### config.mk
export PLATFORM = sky130hd
export DESIGN_NAME = axi_burst_addr_gen
export DESIGN_NICKNAME = d
export VERILOG_FILES = /design/src/rtl/axi_burst_addr_gen_pkg.sv /design/src/rtl/axi_burst_addr_gen.sv
export SDC_FILE = /design/constraint.sdc
export NUM_CORES = 1
export LEC_CHECK = 0
export BUFFER_PORTS_ARGS = -buffer_cell sky130_fd_sc_hd__buf_2
export CORE_ASPECT_RATIO = 2
export CORE_UTILIZATION = 40
export CTS_CLUSTER_SIZE = 20
export DETAILED_ROUTE_END_ITERATION = 7
export PLACE_DENSITY = 0.63
export SETUP_SLACK_MARGIN = 0.5
export SYNTH_ARGS = -nofsm -noshare
export SYNTH_HDL_FRONTEND = slang
export SYNTH_SLANG_ARGS = --single-unit
### constraint.sdc
create_clock -name clk -period 6.6 [get_ports clk]
set_input_delay 0.99 -clock clk [delete_from_list [all_inputs] [get_ports clk]]
set_output_delay 0.99 -clock clk [all_outputs]
set_load 0.02 [all_outputs]
### src/rtl/axi_burst_addr_gen_pkg.sv
// Shared AXI definitions for burst address generation: default widths, burst
// encoding, 4 KB page size and the per-beat address step used by the generator and reference models.
package axi_burst_addr_gen_pkg;

  localparam int AXI_ID_WIDTH   = 4;
  localparam int AXI_ADDR_WIDTH = 32;
  localparam int AXI_DATA_WIDTH = 256;
  localparam int AXI_LEN_WIDTH  = 8;

  // Wide enough for any supported ADDR_WIDTH plus carry; callers truncate.
  localparam int CALC_W = 64;

  // 4 KB page: bursts may not cross a boundary of 1 << PAGE_SHIFT bytes.
  localparam int PAGE_SHIFT = 12;

  typedef enum logic [1:0] {
    BURST_FIXED = 2'd0,
    BURST_INCR  = 2'd1,
    BURST_WRAP  = 2'd2,
    BURST_RSVD  = 2'd3
  } burst_e;

  typedef enum logic {
    ST_IDLE = 1'b0,
    ST_BUSY = 1'b1
  } state_e;

  function automatic logic [CALC_W-1:0] next_beat_addr(
    input logic [CALC_W-1:0] addr,
    input logic [2:0]        size,
    input burst_e            burst,
    input logic [CALC_W-1:0] lo,
    input logic [CALC_W-1:0] w
  );
    logic [CALC_W-1:0] step;
    logic [CALC_W-1:0] nxt;
    step = 64'd1 << size;
    nxt  = addr;
    case (burst)
      BURST_INCR: nxt = (addr & ~(step - 64'd1)) + step;
      BURST_WRAP: begin
        nxt = addr + step;
        if (nxt == lo + w) nxt = lo;
      end
      default:    nxt = addr;
    endcase
    return nxt;
  endfunction

endpackage

### src/rtl/axi_burst_addr_gen.sv
// Expands one AW/AR-style command into per-beat addresses (FIXED/INCR/WRAP),
// rejecting illegal commands with a one-cycle cmd_err pulse.
//
// state   | meaning
// IDLE    | waiting for a command, cmd_ready high
// BUSY    | presenting beats until the last-beat handshake
module axi_burst_addr_gen
  import axi_burst_addr_gen_pkg::*;
#(
  parameter int ID_WIDTH   = AXI_ID_WIDTH,
  parameter int ADDR_WIDTH = AXI_ADDR_WIDTH,
  parameter int DATA_WIDTH = AXI_DATA_WIDTH,
  parameter int LEN_WIDTH  = AXI_LEN_WIDTH,
  localparam int OFF_W     = (DATA_WIDTH > 8) ? $clog2(DATA_WIDTH / 8) : 1
) (
  input  logic                  clk,
  input  logic                  reset,
  input  logic                  cmd_valid,
  output logic                  cmd_ready,
  input  logic [ID_WIDTH-1:0]   cmd_id,
  input  logic [ADDR_WIDTH-1:0] cmd_addr,
  input  logic [LEN_WIDTH-1:0]  cmd_len,
  input  logic [2:0]            cmd_size,
  input  logic [1:0]            cmd_burst,
  output logic                  cmd_err,
  output logic                  beat_valid,
  input  logic                  beat_ready,
  output logic [ID_WIDTH-1:0]   beat_id,
  output logic [ADDR_WIDTH-1:0] beat_addr,
  output logic [OFF_W-1:0]      beat_offset,
  output logic [LEN_WIDTH-1:0]  beat_idx,
  output logic                  beat_last
);

  typedef logic [ADDR_WIDTH-1:0] addr_t;
  typedef logic [LEN_WIDTH-1:0]  len_t;
  typedef logic [CALC_W-1:0]     calc_t;

  localparam logic [2:0] MAX_SIZE = 3'($clog2(DATA_WIDTH / 8));

  state_e                state_q, state_d;
  logic [ID_WIDTH-1:0]   id_q, id_d;
  addr_t                 addr_q, addr_d;
  len_t                  idx_q, idx_d;
  len_t                  len_q, len_d;
  logic [2:0]            size_q, size_d;
  burst_e                burst_q, burst_d;
  addr_t                 lo_q, lo_d;
  logic [15:0]           w_q, w_d;
  logic                  err_q, err_d;

  burst_e cmd_burst_e;
  calc_t  cmd_addr_w;
  calc_t  cmd_step;
  calc_t  cmd_span;
  calc_t  cmd_last_byte;
  calc_t  cmd_wrap_lo;
  logic   cmd_illegal;
  calc_t  next_addr_w;
  logic   last_beat;

  // Command legality and WRAP window, evaluated on the raw command inputs.
  always_comb begin
    cmd_burst_e   = burst_e'(cmd_burst);
    cmd_addr_w    = calc_t'(cmd_addr);
    cmd_step      = 64'd1 << cmd_size;
    cmd_span      = (calc_t'(cmd_len) + 64'd1) << cmd_size;
    cmd_last_byte = (cmd_addr_w & ~(cmd_step - 64'd1)) + cmd_span - 64'd1;
    cmd_wrap_lo   = cmd_addr_w & ~(cmd_span - 64'd1);
    cmd_illegal   = 1'b0;
    if (cmd_size > MAX_SIZE) cmd_illegal = 1'b1;
    case (cmd_burst_e)
      BURST_FIXED: begin
        if (calc_t'(cmd_len) > 64'd15) cmd_illegal = 1'b1;
      end
      BURST_INCR: begin
        if (cmd_last_byte[CALC_W-1:PAGE_SHIFT] != cmd_addr_w[CALC_W-1:PAGE_SHIFT])
          cmd_illegal = 1'b1;
      end
      BURST_WRAP: begin
        if ((cmd_len != len_t'(1)) && (cmd_len != len_t'(3)) &&
            (cmd_len != len_t'(7)) && (cmd_len != len_t'(15)))
          cmd_illegal = 1'b1;
        if ((cmd_addr_w & (cmd_step - 64'd1)) != 64'd0) cmd_illegal = 1'b1;
      end
      default:     cmd_illegal = 1'b1;
    endcase
  end

  assign next_addr_w = next_beat_addr(calc_t'(addr_q), size_q, burst_q,
                                      calc_t'(lo_q), calc_t'(w_q));
  assign last_beat   = (idx_q == len_q);

  always_comb begin
    state_d = state_q;
    id_d    = id_q;
    addr_d  = addr_q;
    idx_d   = idx_q;
    len_d   = len_q;
    size_d  = size_q;
    burst_d = burst_q;
    lo_d    = lo_q;
    w_d     = w_q;
    err_d   = 1'b0;
    case (state_q)
      ST_IDLE: begin
        if (cmd_valid) begin
          if (cmd_illegal) begin
            err_d = 1'b1;
          end else begin
            state_d = ST_BUSY;
            id_d    = cmd_id;
            addr_d  = cmd_addr;
            idx_d   = '0;
            len_d   = cmd_len;
            size_d  = cmd_size;
            burst_d = cmd_burst_e;
            lo_d    = addr_t'(cmd_wrap_lo);
            w_d     = cmd_span[15:0];
          end
        end
      end
      ST_BUSY: begin
        if (beat_ready) begin
          if (last_beat) begin
            state_d = ST_IDLE;
          end else begin
            idx_d  = idx_q + len_t'(1);
            addr_d = addr_t'(next_addr_w);
          end
        end
      end
      default: state_d = ST_IDLE;
    endcase
  end

  always_ff @(posedge clk) begin
    if (reset) begin
      state_q <= ST_IDLE;
      id_q    <= '0;
      addr_q  <= '0;
      idx_q   <= '0;
      len_q   <= '0;
      size_q  <= '0;
      burst_q <= BURST_FIXED;
      lo_q    <= '0;
      w_q     <= '0;
      err_q   <= 1'b0;
    end else begin
      state_q <= state_d;
      id_q    <= id_d;
      addr_q  <= addr_d;
      idx_q   <= idx_d;
      len_q   <= len_d;
      size_q  <= size_d;
      burst_q <= burst_d;
      lo_q    <= lo_d;
      w_q     <= w_d;
      err_q   <= err_d;
    end
  end

  assign cmd_ready   = (state_q == ST_IDLE);
  assign beat_valid  = (state_q == ST_BUSY);
  assign cmd_err     = err_q;
  assign beat_id     = id_q;
  assign beat_addr   = addr_q;
  assign beat_idx    = idx_q;
  assign beat_last   = (state_q == ST_BUSY) && last_beat;
  assign beat_offset = (DATA_WIDTH > 8) ? addr_q[OFF_W-1:0] : '0;

endmodule

# Yosys cells after proc, flatten, opt, wreduce, memory -nomap -nowiden
# Cells that the tools add are included.
[word_totals]
ff_bits = 107
input_bits = 53
out_inout_bits = 53
[classes]
n_shift = 3
n_addsub = 10
eq_ne = 16
bitwise_logic = 10
n_mux = 24
n_reduce_logical = 10
magnitude_cmp = 2
[ops]
columns = ["op", "n"]
rows = [
  ["$mux W32", 5],
  ["$and A32 B64 Y64", 2],
  ["$pmux W32 S2", 2],
  ["$shl A1 B3 Y64 const A", 2],
  ["$sub A64 B1 Y64 const B", 2],
  ["$add A32 B64 Y64", 1],
  ["$add A64 B64 Y64", 1],
  ["$and A32 B32 Y32", 2],
  ["$eq A64 B33 Y1", 1],
  ["$not A32 Y32", 2],
  ["$not A64 Y64", 1],
  ["$reduce_bool A64 Y1", 1],
  ["$shl A9 B3 Y64", 1],
  ["$sub A32 B1 Y32 const B", 2],
  ["$ne A52 B20 Y1", 1],
  ["$add A32 B16 Y33", 1],
  ["$add A32 B32 Y32", 1],
  ["$mux W8", 4],
  ["$pmux W8 S2", 1],
  ["$mux W1", 10],
  ["$add A8 B1 Y9 const B", 1],
  ["$add A8 B1 Y8 const B", 1],
  ["$eq A8 B8 Y1", 1],
  ["$gt A8 B4 Y1 const B", 1],
  ["other kinds (18)", 28],
]

# Logic depth before layout (Yosys ltp)
# Gate-level depths: netlist of run 1.
[depth]
ltp_word = 12
ltp_mapped = 25
depth_no_buf = 23

# Worst setup path after synthesis of run 1
# OpenSTA, ideal clock, no wires.
[synth_path]
path_type = "input-to-reg"
startpoint = "input port cmd_size[1]"
endpoint = "register lo_q[8]"
path_slack_ns = 0.363
t_required_ns = 6.530
cell_stages = 23
arrival_ns = 6.166
path_cell_list = "clkbuf_1 > clkbuf_1 > clkbuf_1 > and3_1 > inv_1 > ha_1 > nand2b_1 > ha_1 > inv_1 > ha_1 > clkbuf_1 > nand2_1 > o21ai_0 > o21ai_0 > a221oi_1 > nand4_1 > or4_1 > nor4_1 > nand4_1 > o21ai_2 > nand2_2 > or4_1 > a21oi_1"
[synth_between]
elab_chain_len = 11
word_cells_on_any_way = 22
classes_between = "add/sub (4); order compare (1); eq/ne (1); shift (2); mux (6); bitwise (6); reduce/logical (2)"
[synth_lines]
columns = ["element", "line", "source"]
rows = [
  ["start, declared", "axi_burst_addr_gen.sv:23", "input logic [2:0] cmd_size,"],
  ["$shl A1 B3 Y64", "axi_burst_addr_gen.sv:66", "cmd_step = 64'd1 << cmd_size;"],
  ["$sub A64 B1 Y64", "axi_burst_addr_gen.sv:68, axi_burst_addr_gen.sv:84", ""],
  ["$not A64 Y64", "axi_burst_addr_gen.sv:68", "cmd_last_byte = (cmd_addr_w & ~(cmd_step - 64'd1)) + cmd_span - 64'd1;"],
  ["$and A32 B64 Y64", "axi_burst_addr_gen.sv:68", ""],
  ["$add A64 B64 Y64", "axi_burst_addr_gen.sv:68", ""],
  ["$sub A64 B1 Y64", "axi_burst_addr_gen.sv:68", ""],
  ["$ne A52 B20 Y1", "axi_burst_addr_gen.sv:77", "if (cmd_last_byte[CALC_W-1:PAGE_SHIFT] != cmd_addr_w[CALC_W-1:PAGE_SHIFT])"],
  ["$mux W1", "axi_burst_addr_gen.sv:77", ""],
  ["$pmux W1 S3", "axi_burst_addr_gen.sv:72", "case (cmd_burst_e)"],
  ["$not A1 Y1 (no source line)", "-", ""],
  ["$reduce_and A3 Y1 (no source line)", "-", ""],
  ["end signal, assigned", "axi_burst_addr_gen.sv:157", "lo_q <= lo_d;"],
  ["end, declared", "axi_burst_addr_gen.sv:48", "addr_t lo_q, lo_d;"],
]
# Several ways; a longest one is shown, not always the timed one.
# A chain may end at the register's enable or synchronous reset.

# Worst setup path after layout of run 1
[layout_path]
startpoint = "input port cmd_len[0]"
endpoint = "register addr_q[21], in the netlist beat_addr[21]"
[layout_between]
elab_chain_len = 9
word_cells_on_any_way = 20
classes_between = "add/sub (3); order compare (1); eq/ne (6); shift (1); mux (5); reduce/logical (4)"
[layout_lines]
columns = ["element", "line", "source"]
rows = [
  ["start, declared", "axi_burst_addr_gen.sv:22", "input logic [LEN_WIDTH-1:0] cmd_len,"],
  ["$add A8 B1 Y9 (tied with other cells)", "axi_burst_addr_gen.sv:67", "cmd_span = (calc_t'(cmd_len) + 64'd1) << cmd_size;"],
  ["$shl A9 B3 Y64 / $logic_and A1 B1 Y1 (equally long branches)", "axi_burst_addr_gen.sv:67, axi_burst_addr_gen.sv:81", ""],
  ["$add A64 B64 Y64 / $logic_and A1 B1 Y1 (equally long branches)", "axi_burst_addr_gen.sv:68, axi_burst_addr_gen.sv:81", ""],
  ["$sub A64 B1 Y64 / $logic_and A1 B1 Y1 (equally long branches)", "axi_burst_addr_gen.sv:68, axi_burst_addr_gen.sv:82", ""],
  ["$ne A52 B20 Y1 / $mux W1 (equally long branches)", "axi_burst_addr_gen.sv:77, axi_burst_addr_gen.sv:81", ""],
  ["$mux W1 (on tied branches)", "axi_burst_addr_gen.sv:77, axi_burst_addr_gen.sv:84", ""],
  ["$pmux W1 S3 *", "axi_burst_addr_gen.sv:72", ""],
  ["$ne A2 B2 Y1 (no source line) *", "-", ""],
  ["$reduce_and A5 Y1 (no source line) *", "-", ""],
  ["end signal, assigned", "axi_burst_addr_gen.sv:152", "addr_q <= addr_d;"],
  ["end, declared", "axi_burst_addr_gen.sv:43", "addr_t addr_q, addr_d;"],
]
# Every way passes the cells marked *; elsewhere a longest branch is shown, timed or not.

==> results of run 1 <==
[Yosys cell counts (9+ instances only)]
cell	n
buf_2	10
nand2b_1	12
and4_1	11
nand2_1	229
a21o_1	23
xor2_1	55
a31oi_1	14
mux2_2	24
nor3_1	33
o221ai_1	12
and3_1	22
a221oi_1	9
a211oi_1	20
mux2i_1	36
nand4_1	48
nor4_1	16
o211ai_1	14
o21ai_0	80
nand3_1	83
dfxtp_1	107
a21oi_1	150
nor2_1	105
o21a_1	11
ha_1	82
a311oi_1	10
nor2b_1	20
inv_1	106
xnor2_1	102
clkbuf_1	92
[registers in the layout, summed over array words and instances, names as in the netlist]
signal,count
len_q,8
beat_addr,32
beat_valid,1
beat_idx,8
beat_id,4
w_q,16
burst_q,2
cmd_err,1
size_q,3
lo_q,32
[metal layers]
layer | share of wire (%) | track usage, % | wire, µm
met1 | 36 | 30.09 | 16830
met2 | 53 | 56.20 | 24400
met4 | 7.1 | 22.24 | 3300
met3 | 4.2 | 3.255 | 1935
met5 | 0 | 0 | 0
[path summary, 6_finish.rpt]
path / start / to / slack [ns] / depth (start not counted)
hold / removal: beat_id[3] / beat_id[3] / 0.45 / 2
setup / recovery: cmd_len[0] / beat_addr[21] / 0.66 / 25
setup reg to reg: size_q[0] / beat_addr[30] / 0.82 / 18
hold reg to reg: beat_id[3] / beat_id[3] / 0.45 / 2
[power by group through the flow]
stage | Clock, mW | Sequential (mW) | Combinational (mW)
finish | 0.601 | 0.716 | 0.871
global route | 0.633 | 0.720 | 0.944
CTS | 0.611 | 0.714 | 0.834
detailed placement | 0 | 0.730 | 0.823
global placement | 0 | 0.729 | 0.821
floorplan | 0 | 0.722 | 0.563
[worst max-delay path: stages]
cell,delay [ns]
buf_2,0.13
buf_4,0.16
ha_2,0.33
o21ai_2,0.13
o21ai_2,0.08
nor2_1,0.13
inv_1,0.08
ha_1,0.27
inv_1,0.04
ha_1,0.25
or4b_4,0.48
o311a_1,0.38
a2111o_1,0.47
a21oi_4,0.23
mux2i_2,0.33
nand4_1,0.18
nor4_2,0.26
nand4_1,0.11
buf_4,0.18
o21ai_4,0.22
buf_4,0.19
clkbuf_16,0.15
nor2_1,0.05
a41o_1,0.20
a41o_1,0.19
[cell families after synthesis]
kind of cell / Yosys count / share of synthesized area (%)
flops: 107 / 17.71
compound gates: 423 / 22.86
fa+ha+maj: 84 / 8.814
simple gates: 629 / 25.14
xor+xnor: 162 / 12.32
mux: 64 / 5.866
buf+inv: 221 / 7.283
[timing repair]
item | in CTS | in global routing
setup buffers | 4 | 5
setup endpoints to repair | 107 | 105
gates cloned | 0 | 2
resized for setup | 9 | 32
pin swaps | 5 | 15
[cell type report]
cell class,instances,share of cell area [%]
Multi-Input combinational cell,1362,68.10
Sequential cell,107,15.81
Timing Repair Buffer,158,7.491
Tap cell,364,3.362
Inverter,107,2.965
Clock buffer,9,1.663
Clock inverter,6,0.6096
==> results by group, run 1 <==
Outcome
  • Status: complete, but fails checks
  • Violations in the final reports: design-rule violations

Detailed routing
  • Via count: 12,770
  • DR vias/cell: 6.044
  • DR iter-0 viols: 925
  • DRT antenna net count: 0
  • Drt drc: 6
  • TritonRoute pass-1 iters: 8
  • WL per Instance: 21.99 µm
  • Final WL: 46.46 mm

STA
  • Worst-margin pin slew: 0.9697 ns
  • RSZ-0062 raised after global routing: false
  • Worst clock skew: 0.01733 ns
  • Fin crit period: 5.936 ns
  • Max_slew headroom: 33.68%
  • Final WS setup: 0.6636 ns
  • Final Max Tran Viols: 0
  • Setup violations, final: 0
  • Final Hold Slack: 0.4543 ns
  • Crit share post-route: 89.94%
  • Max Freq: 0.1685 GHz
  • Hold Vio Cnt, Final: 0
  • Final setup TNS: 0 ns

Clock network
  • Clock transition at the registers of the reported paths: 0.08 ns
  • Clk_lat worst skew: 0.39 ns
  • CTS tree: yes
  • H-tree depth: 3
  • Largest buffer count on any clock path: 2
  • Post-cts hold buffer count: 0
  • Clock root buffer: clkbuf_16
  • Clk sinks: 107
  • CTS buffer count: 9

Placed design
  • Area post-placement: 12,980 µm²
  • GPL Wtd Cong: 0.9676
  • Detailed placement HPWL: 36.88 mm
  • Post-Place Cells: 2,087
  • Place WS: -0.3788 ns
  • # port buffers: 105

Power
  • Peak supply drop: 129.5 µV
  • Tot Pwr: 2.188 mW
  • Power Density: 161.5 nW/µm²
  • Cell Int Power: 1.304 mW
  • Share of power burned in registers: 32.7%
  • Switching Share: 40.42%
  • Clk pwr share: 27.5%
  • Combinational share of power: 39.8%
  • Lkg Pwr: 5.529 nW
  • Switch Pwr: 0.8846 mW

Synth
  • Post-synth ARST share: 0%
  • Synth Register Bits: 107
  • Mean Syn Cell Area: 7.156 µm²
  • Syn nets: 1,827
  • Area contributors post-synth: dfxtp_1 18%, ha_1 8.5%, xnor2_1 7.4%
  • Synthesized instance count: 1,690
  • Cell Area, Synth: 12,090 µm²
  • Ys flop type: dfxtp_1
  • Synth warn: 0
  • Sequential area share after synthesis: 17.71%
  • Top cell type's share of synthesized area: 17.71%
  • Largest area contributor in the netlist: dfxtp_1
  • Synth unique cells: 89
  • Number of synthesized flops with an enable pin: 0

Final layout
  • Area growth from synthesis to layout: 12.01%
  • Post-Layout Inst Area: 13,550 µm²
  • Layout Utilization: 45.73%
  • Most frequent cells in the layout: 229 x nand2_1, 145 x a21oi_1, 107 x dfxtp_1
  • Register area: 2142 µm²
  • Final std cells w/o fill: 2,113
  • Multi-input gate area: 9225 µm²
  • ANT cells: 0
  • Fillers: 3,107
  • Most common cell after layout, fill and taps aside: nand2_1
  • Nets@finish: 1,882
  • Layout cell share with drive strength beyond 1: 14.58%

GRT
  • Largest net degree at the start of global routing: 72
  • Vias in the first global route: 12,600
  • GR Overflow Total: 0
  • First-pass GRT wire length: 70.46 mm
  • GRT Resource Usage Total: 29.75%
  • Number of antenna violations at the first check in global routing: 0

Worst setup path
  • Crit. End Element: flip-flop
  • Worst EP required: 6.88 ns
  • Critical Path Fanout Max: 8
  • WS Path Type: in2reg
  • Worst Setup Start Kind: input port
  • WP data arrival: 6.22 ns

Floorplanning
  • Die height: 247.9 µm
  • Die width: 125.0 µm
  • Die area: 30,980 µm²
  • Boundary Pins: 106
  • Row count: 89
  • Core ar.: 29,620 µm²
  • Starting Density: 40.83%

Worst hold path
  • HP Class: reg2reg

Run
  • Max Cap Viol: 0
No activity file was read; power rests on OpenSTA's default activity.
==> run 2: changes to the inputs <==
--- a/config.mk
+++ b/config.mk
@@ -6,11 +6,13 @@
 export NUM_CORES = 1
 export LEC_CHECK = 0
 export BUFFER_PORTS_ARGS = -buffer_cell sky130_fd_sc_hd__buf_2
+export CELL_PAD_IN_SITES_DETAIL_PLACEMENT = 0
+export CELL_PAD_IN_SITES_GLOBAL_PLACEMENT = 1
 export CORE_ASPECT_RATIO = 2
-export CORE_UTILIZATION = 40
+export CORE_UTILIZATION = 41
 export CTS_CLUSTER_SIZE = 20
 export DETAILED_ROUTE_END_ITERATION = 7
-export PLACE_DENSITY = 0.63
+export PLACE_DENSITY = 0.83
 export SETUP_SLACK_MARGIN = 0.5
 export SYNTH_ARGS = -nofsm -noshare
 export SYNTH_HDL_FRONTEND = slang
==> run 2 against run 1 <==
Compared with the run above: power shrank 1.2%; via count is 0.16% higher; hold slack better by 0.0034 ns; register-to-register slack better by 0.09 ns; flip-flop and latch count unchanged; combinational power is 2.8% higher; critical path type unchanged; design area grew 1.4%; fmax up 0.77%; sequential share of layout area fell by 0.22 points; the flow now finishes without violations; die area down 2.4%; largest power group unchanged.
==> results by group, run 2 (same netlist as run 1, synthesis figures left out) <==
Worst hold path
  • Worst Hold Depth: 2 (unchanged)
  • Endpoint, Worst Hold: beat_id[1]
  • HP Class: reg2reg
  • Worst Hold Launch: beat_id[1]

Clock network
  • Clk_lat worst skew: 0.37 ns (-0.02 ns)
  • H-tree depth: 3 (unchanged)
  • Clk sinks: 107 (unchanged)
  • Clock root buffer: clkbuf_16
  • CTS tree: yes
  • CTS buffer count: 9 (unchanged)
  • Largest buffer count on any clock path: 2 (unchanged)
  • Clock transition at the registers of the reported paths: 0.08 ns (about the same)

Floorplanning
  • Core ar.: 28,960 µm² (-2.2%)
  • Die height: 244.9 µm (-1.2%)
  • Starting Density: 41.76% (+0.94 points)
  • Row count: 88 (-1.1%)
  • Die area: 30,230 µm² (-2.4%)
  • Die width: 123.4 µm (-1.2%)
  • Boundary Pins: 106 (unchanged)

Detailed routing
  • DR iter-0 viols: 905 (-2.2%)
  • Drt drc: 0 (-6)
  • DRT antenna net count: 0 (unchanged)
  • TritonRoute pass-1 iters: 6 (-2)
  • DR vias/cell: 6.011 (-0.54%)
  • Final WL: 45.72 mm (-1.6%)
  • Via count: 12,790 (+0.16%)
  • WL per Instance: 21.48 µm (-2.3%)

STA
  • Final WS setup: 0.7091 ns (+0.04551 ns)
  • Final Hold Slack: 0.4577 ns (+0.003359 ns)
  • Hold Vio Cnt, Final: 0 (unchanged)
  • Crit share post-route: 89.26% (-0.69 points)
  • Worst-margin pin slew: 1.330 ns (+0.3605 ns)
  • Max Freq: 0.1698 GHz (+0.77%)
  • Max_slew headroom: 10.50% (-23 points)
  • RSZ-0062 raised after global routing: false
  • Worst clock skew: 0.01252 ns (-0.004811 ns)
  • Fin crit period: 5.891 ns (-0.04551 ns)
  • Setup violations, final: 0 (unchanged)
  • Final Max Tran Viols: 0 (unchanged)

Final layout
  • Post-Layout Inst Area: 13,730 µm² (+1.4%)
  • Most common cell after layout, fill and taps aside: nand2_1
  • Most frequent cells in the layout: 229 x nand2_1, 145 x a21oi_1, 107 x dfxtp_1
  • Nets@finish: 1,900 (+0.96%)
  • Area growth from synthesis to layout: 13.56%
  • Layout cell share with drive strength beyond 1: 15.84% (+1.3 points)
  • Fillers: 3,002 (-3.4%)
  • ANT cells: 0 (unchanged)
  • Final std cells w/o fill: 2,128 (+0.71%)

GRT
  • GRT Resource Usage Total: 30.26% (+0.50 points)
  • Number of antenna violations at the first check in global routing: 0 (unchanged)
  • Vias in the first global route: 12,510 (-0.69%)
  • Largest net degree at the start of global routing: 83 (+15%)
  • GR Overflow Total: 0 (unchanged)
  • First-pass GRT wire length: 69.57 mm (-1.3%)

Worst setup path
  • Worst R2R Start: size_q[0]
  • Worst Setup Start Kind: input port
  • Reg2Reg Depth: 19 (+1)
  • Worst reg2reg endpoint: beat_addr[24]
  • FF-to-FF setup slack: 0.91 ns (+0.09 ns)
  • Critical Path Fanout Max: 16 (+8)
  • WS Path Type: in2reg
  • Worst EP required: 6.88 ns (about the same)
  • WP data arrival: 6.17 ns (-0.05 ns)
  • Crit. End Element: flip-flop

Power
  • Tot Pwr: 2.163 mW (-1.2%)
  • Lkg Pwr: 5.635 nW (+1.9%)
  • Peak supply drop: 125.1 µV (-3.4%)
  • Power Density: 157.5 nW/µm² (-2.5%)

Placed design
  • Place WS: -0.06531 ns (+0.3135 ns)
  • Post-Place Cells: 2,099 (+0.57%)
  • # port buffers: 105 (unchanged)
  • GPL Wtd Cong: 1.016 (+5.0%)
  • Detailed placement HPWL: 36.26 mm (-1.7%)
  • Area post-placement: 13,090 µm² (+0.89%)

Run
  • Max Cap Viol: 0 (unchanged)

Outcome
  • Status: finished, final reports clean
## run 2: power breakdown
group / leakage, nW / switching [mW] / internal, mW
combinational: 4.62 / 0.538 / 0.357
clock: 0.147 / 0.283 / 0.267
sequential: 0.868 / 0.0478 / 0.669
## run 2: repair_timing
item / CTS / global route
pin swaps: 1 / 15
hold buffers: 0 / 0
endpoints found under the setup margin: 84 / 107
gates resized for setup: 3 / 53
cloned: 0 / 2
setup buffers: 1 / 10
## run 2: worst max-delay path, stage by stage
cell and delay (ns):
clkbuf_4 0.16, and4_4 0.21, or2_2 0.32, mux2i_1 0.25
buf_4 0.17, mux2i_1 0.06, mux2_2 0.32, ha_1 0.29
inv_1 0.04, ha_1 0.39, a21oi_2 0.27, o21bai_1 0.13
nor3b_1 0.16, nor4_1 0.24, o2111ai_1 0.15, or4_1 0.54
nor4_2 0.15, nand4_1 0.11, buf_4 0.17, buf_4 0.12
and3_1 0.21, nor2_4 0.14, buf_4 0.18, clkbuf_16 0.18
nand3_1 0.08, a21oi_1 0.14
## run 2: how the worst max path moves through the flow
stage / startpoint / end / slack, ns / cells past startpoint
detailed placement: cmd_len[0] / w_q[5] / -0.07 / 25
global route: cmd_len[0] / w_q[5] / 0.45 / 27
CTS: cmd_len[0] / w_q[5] / 0.56 / 26
finish: cmd_len[2] / lo_q[12] / 0.71 / 26
floorplan: cmd_size[1] / lo_q[8] / 0.57 / 21
global placement: cmd_len[0] / w_q[4] / 0.04 / 25
## run 2: cell type report
type / instances / area [µm²] / area share [%]
flip-flops and latches: 107 / 2142 / 15.60
inverters: 107 / 401.6 / 2.924
multi-input cells: 1362 / 9291 / 67.65
well taps: 360 / 450.4 / 3.280
clock inverters: 7 / 70.07 / 0.5102
repair buffers: 176 / 1154 / 8.399
clock buffers: 9 / 225.2 / 1.640
## run 2: layer usage
metal / vias to the layer above / part of all wire, % / GRT usage [%]
met5: - / 0 / 0
met4: 0 / 6.1 / 17.36
met3: 139 / 3.8 / 2.370
met2: 415 / 52 / 54.52
met1: 6054 / 39 / 34.00
li1: 6184 / - / -
## run 2: stage by stage
| step | utilization [%] | TNS (ns) |
|---|---|---|
| after global routing | 47.43 | 0 |
| after detailed placement | 45.21 | -0.6143 |
| final | 47.43 | 0 |
| after CTS | 46.28 | 0 |
| after floorplan | - | 0 |
| after global placement | 45.21 | 0 |
==> run 3: changes to the inputs <==
--- a/config.mk
+++ b/config.mk
@@ -9,6 +9,7 @@
 export CELL_PAD_IN_SITES_DETAIL_PLACEMENT = 0
 export CELL_PAD_IN_SITES_GLOBAL_PLACEMENT = 1
 export CORE_ASPECT_RATIO = 2
+export CORE_MARGIN = 2
 export CORE_UTILIZATION = 41
 export CTS_CLUSTER_SIZE = 20
 export DETAILED_ROUTE_END_ITERATION = 7
==> run 3 against run 2 <==
Compared with the run above: power is 2.2% lower; wire length is 7.5% lower; fmax is 0.90% higher; critical path depth is 2 lower; sequential share of layout area is 0.35 points higher; first-iteration DRC count is 19% higher.
==> results by group, run 3 (same netlist as run 1, synthesis figures left out) <==
Power
  • Lkg Pwr: 5.483 nW (-2.7%)
  • Switch Pwr: 0.8435 mW (-3.0%)
  • Share of power burned in registers: 33.9% (+0.7 points)
  • Cell Int Power: 1.271 mW (-1.7%)
  • Peak supply drop: 119.4 µV (-4.5%)
  • Switching Share: 39.88% (-0.31 points)
  • Clk pwr share: 26.3% (+0.9 points)
  • Power Density: 157.4 nW/µm² (about the same)
  • Combinational share of power: 39.8% (-1.6 points)

Placed design
  • GPL Wtd Cong: 0.9799 (-3.6%)
  • # port buffers: 105 (unchanged)
  • Post-Place Cells: 2,082 (-0.81%)
  • Detailed placement HPWL: 33.09 mm (-8.7%)
  • Place WS: -0.1606 ns (-0.09533 ns)
  • Area post-placement: 12,930 µm² (-1.3%)

Detailed routing
  • TritonRoute pass-1 iters: 5 (-1)
  • DRT antenna net count: 0 (unchanged)
  • WL per Instance: 20.07 µm (-6.6%)
  • Final WL: 42.30 mm (-7.5%)
  • Drt drc: 0 (unchanged)
  • DR vias/cell: 5.999 (-0.21%)
  • DR iter-0 viols: 1,075 (+19%)
  • Via count: 12,640 (-1.2%)

Worst setup path
  • Crit-path leading delay family: compound AO/OA/AOI/OAI gates
  • Crit. End Element: flip-flop
  • FF-to-FF setup slack: 0.92 ns (about the same)
  • Critical Path Fanout Max: 26 (+10)
  • Worst R2R Start: size_q[2]
  • WS Path Type: in2reg
  • Crit-path max cell delay: 0.49 ns (-0.05 ns)
  • Crit-path slowest cell: mux4_2
  • WP data arrival: 6.07 ns (-0.10 ns)
  • Crit path buffers/inverters: 4 (-3)
  • Worst EP required: 6.83 ns (-0.05 ns)
  • Critical path origin: cmd_len[1]
  • Crit-path cells: buf_2 > ha_2 > nand3_2 > nor2_4 > xnor2_2 > mux4_2 > mux2_2 > ha_1 > inv_1 > ha_1 > a21o_1 > a31oi_1 > o31ai_4 > o21ai_1 > a21oi_1 > or3_1 > a211oi_1 > nand4_1 > buf_4 > o21ai_4 > buf_12 > nand2_1 > a221oi_1 > a21oi_1
  • Worst Setup Start Kind: input port

Final layout
  • Final std cells w/o fill: 2,107 (-0.99%)
  • Most frequent cells in the layout: 229 x nand2_1, 146 x a21oi_1, 107 x dfxtp_1
  • ANT cells: 0 (unchanged)
  • Area growth from synthesis to layout: 11.09%
  • Most common cell after layout, fill and taps aside: nand2_1
  • Nets@finish: 1,875 (-1.3%)
  • Layout cell share with drive strength beyond 1: 14.00% (-1.8 points)
  • Post-Layout Inst Area: 13,440 µm² (-2.2%)
  • Layout Utilization: 45.88% (-1.6 points)
  • Fillers: 3,029 (+0.90%)

STA
  • Fin crit period: 5.838 ns (-0.05256 ns)
  • Final Max Tran Viols: 0 (unchanged)
  • RSZ-0062 raised after global routing: false
  • Max_slew headroom: 41.48% (+31 points)
  • Worst-margin pin slew: 0.8768 ns (-0.4535 ns)
  • Worst clock skew: 0.01392 ns (+0.001396 ns)
  • Final Hold Slack: 0.4538 ns (-0.003907 ns)
  • Final WS setup: 0.7617 ns (+0.05256 ns)
  • Crit share post-route: 88.46% (-0.80 points)
  • Hold Vio Cnt, Final: 0 (unchanged)
  • Max Freq: 0.1713 GHz (+0.90%)
  • Setup violations, final: 0 (unchanged)

GRT
  • Vias in the first global route: 11,550 (-7.7%)
  • Number of antenna violations at the first check in global routing: 0 (unchanged)
  • GRT Resource Usage Total: 26.14% (-4.1 points)
  • GR Overflow Total: 0 (unchanged)
  • First-pass GRT wire length: 64.57 mm (-7.2%)
  • Largest net degree at the start of global routing: 55 (-34%)

Clock network
  • Clock root buffer: clkbuf_16
  • H-tree depth: 3 (unchanged)
  • Clk_lat worst skew: 0.37 ns (about the same)
  • Clock transition at the registers of the reported paths: 0.09 ns (about the same)
  • Clk sinks: 107 (unchanged)
  • CTS buffer count: 9 (unchanged)
  • Post-cts hold buffer count: 0 (unchanged)
  • Largest buffer count on any clock path: 2 (unchanged)
  • CTS tree: yes

Floorplanning
  • Die area: 30,970 µm² (+2.5%)
  • Core ar.: 29,290 µm² (+1.1%)
  • Row count: 89 (+1.1%)
  • Starting Density: 41.30% (-0.47 points)
  • Boundary Pins: 106 (unchanged)
  • Die height: 246.9 µm (+0.82%)
  • Die width: 125.4 µm (+1.6%)

Worst hold path
  • Worst Hold Launch: beat_id[0]
  • HP Class: reg2reg

Outcome
  • Status: finished, final reports clean

Run
  • Max Cap Viol: 0 (unchanged)
## run 3: path summary, 6_finish.rpt
| kind | end | depth (start not counted) |
|---|---|---|
| worst min-delay path | beat_id[0] | 2 |
| worst max-delay path | beat_addr[30] | 24 |
| worst max register to register | beat_addr[23] | 18 |
| worst min register to register | beat_id[0] | 2 |
## run 3: repair_timing
action / in CTS / in global routing
setup buffers: 1 / 7
endpoints found under the setup margin: 105 / 107
gates resized for setup: 2 / 30
pin swaps: 2 / 8
cloned: 0 / 1
## run 3: power groups by stage
| stage | Sequential, mW | Clock, mW | Combinational [mW] |
|---|---|---|---|
| after global placement | 0.730 | 0 | 0.798 |
| after global routing | 0.720 | 0.594 | 0.920 |
| final | 0.717 | 0.556 | 0.843 |
| after CTS | 0.715 | 0.569 | 0.803 |
| after detailed placement | 0.731 | 0 | 0.796 |
| after floorplan | 0.722 | 0 | 0.563 |
## run 3: layer usage
metal,up-vias,routed length (µm),global-route usage [%]
li1,6157,-,-
met1,5892,17700,33.89
met3,106,2541,2.726
met2,484,20340,43.88
met4,0,1714,11.21
met5,-,0,0
## run 3: metrics by stage
stage | setup TNS (ns) | power [mW]
2_1_floorplan | 0 | 1.284
3_3_place_gp | -2.449 | 1.528
3_5_place_dp | -4.196 | 1.527
4_1_cts | 0 | 2.088
5_1_grt | 0 | 2.233
6_report | 0 | 2.115
## run 3: tightest hold or removal path, cell delays in order (launching register included)
cell	delay, ns
dfxtp_1	0.31
nand2_1	0.05
a21oi_1	0.05
## run 3: layout make-up
type                            instances  area (µm²)  area share [%]
Tap cell                              364       455.4           3.390
Timing Repair Buffer                  151       925.9           6.891
Clock buffer                            9       225.2           1.676
Multi-Input combinational cell       1362        9209           68.54
Sequential cell                       107        2142           15.94
Clock inverter                          7       76.32          0.5681
Inverter                              107       401.6           2.989
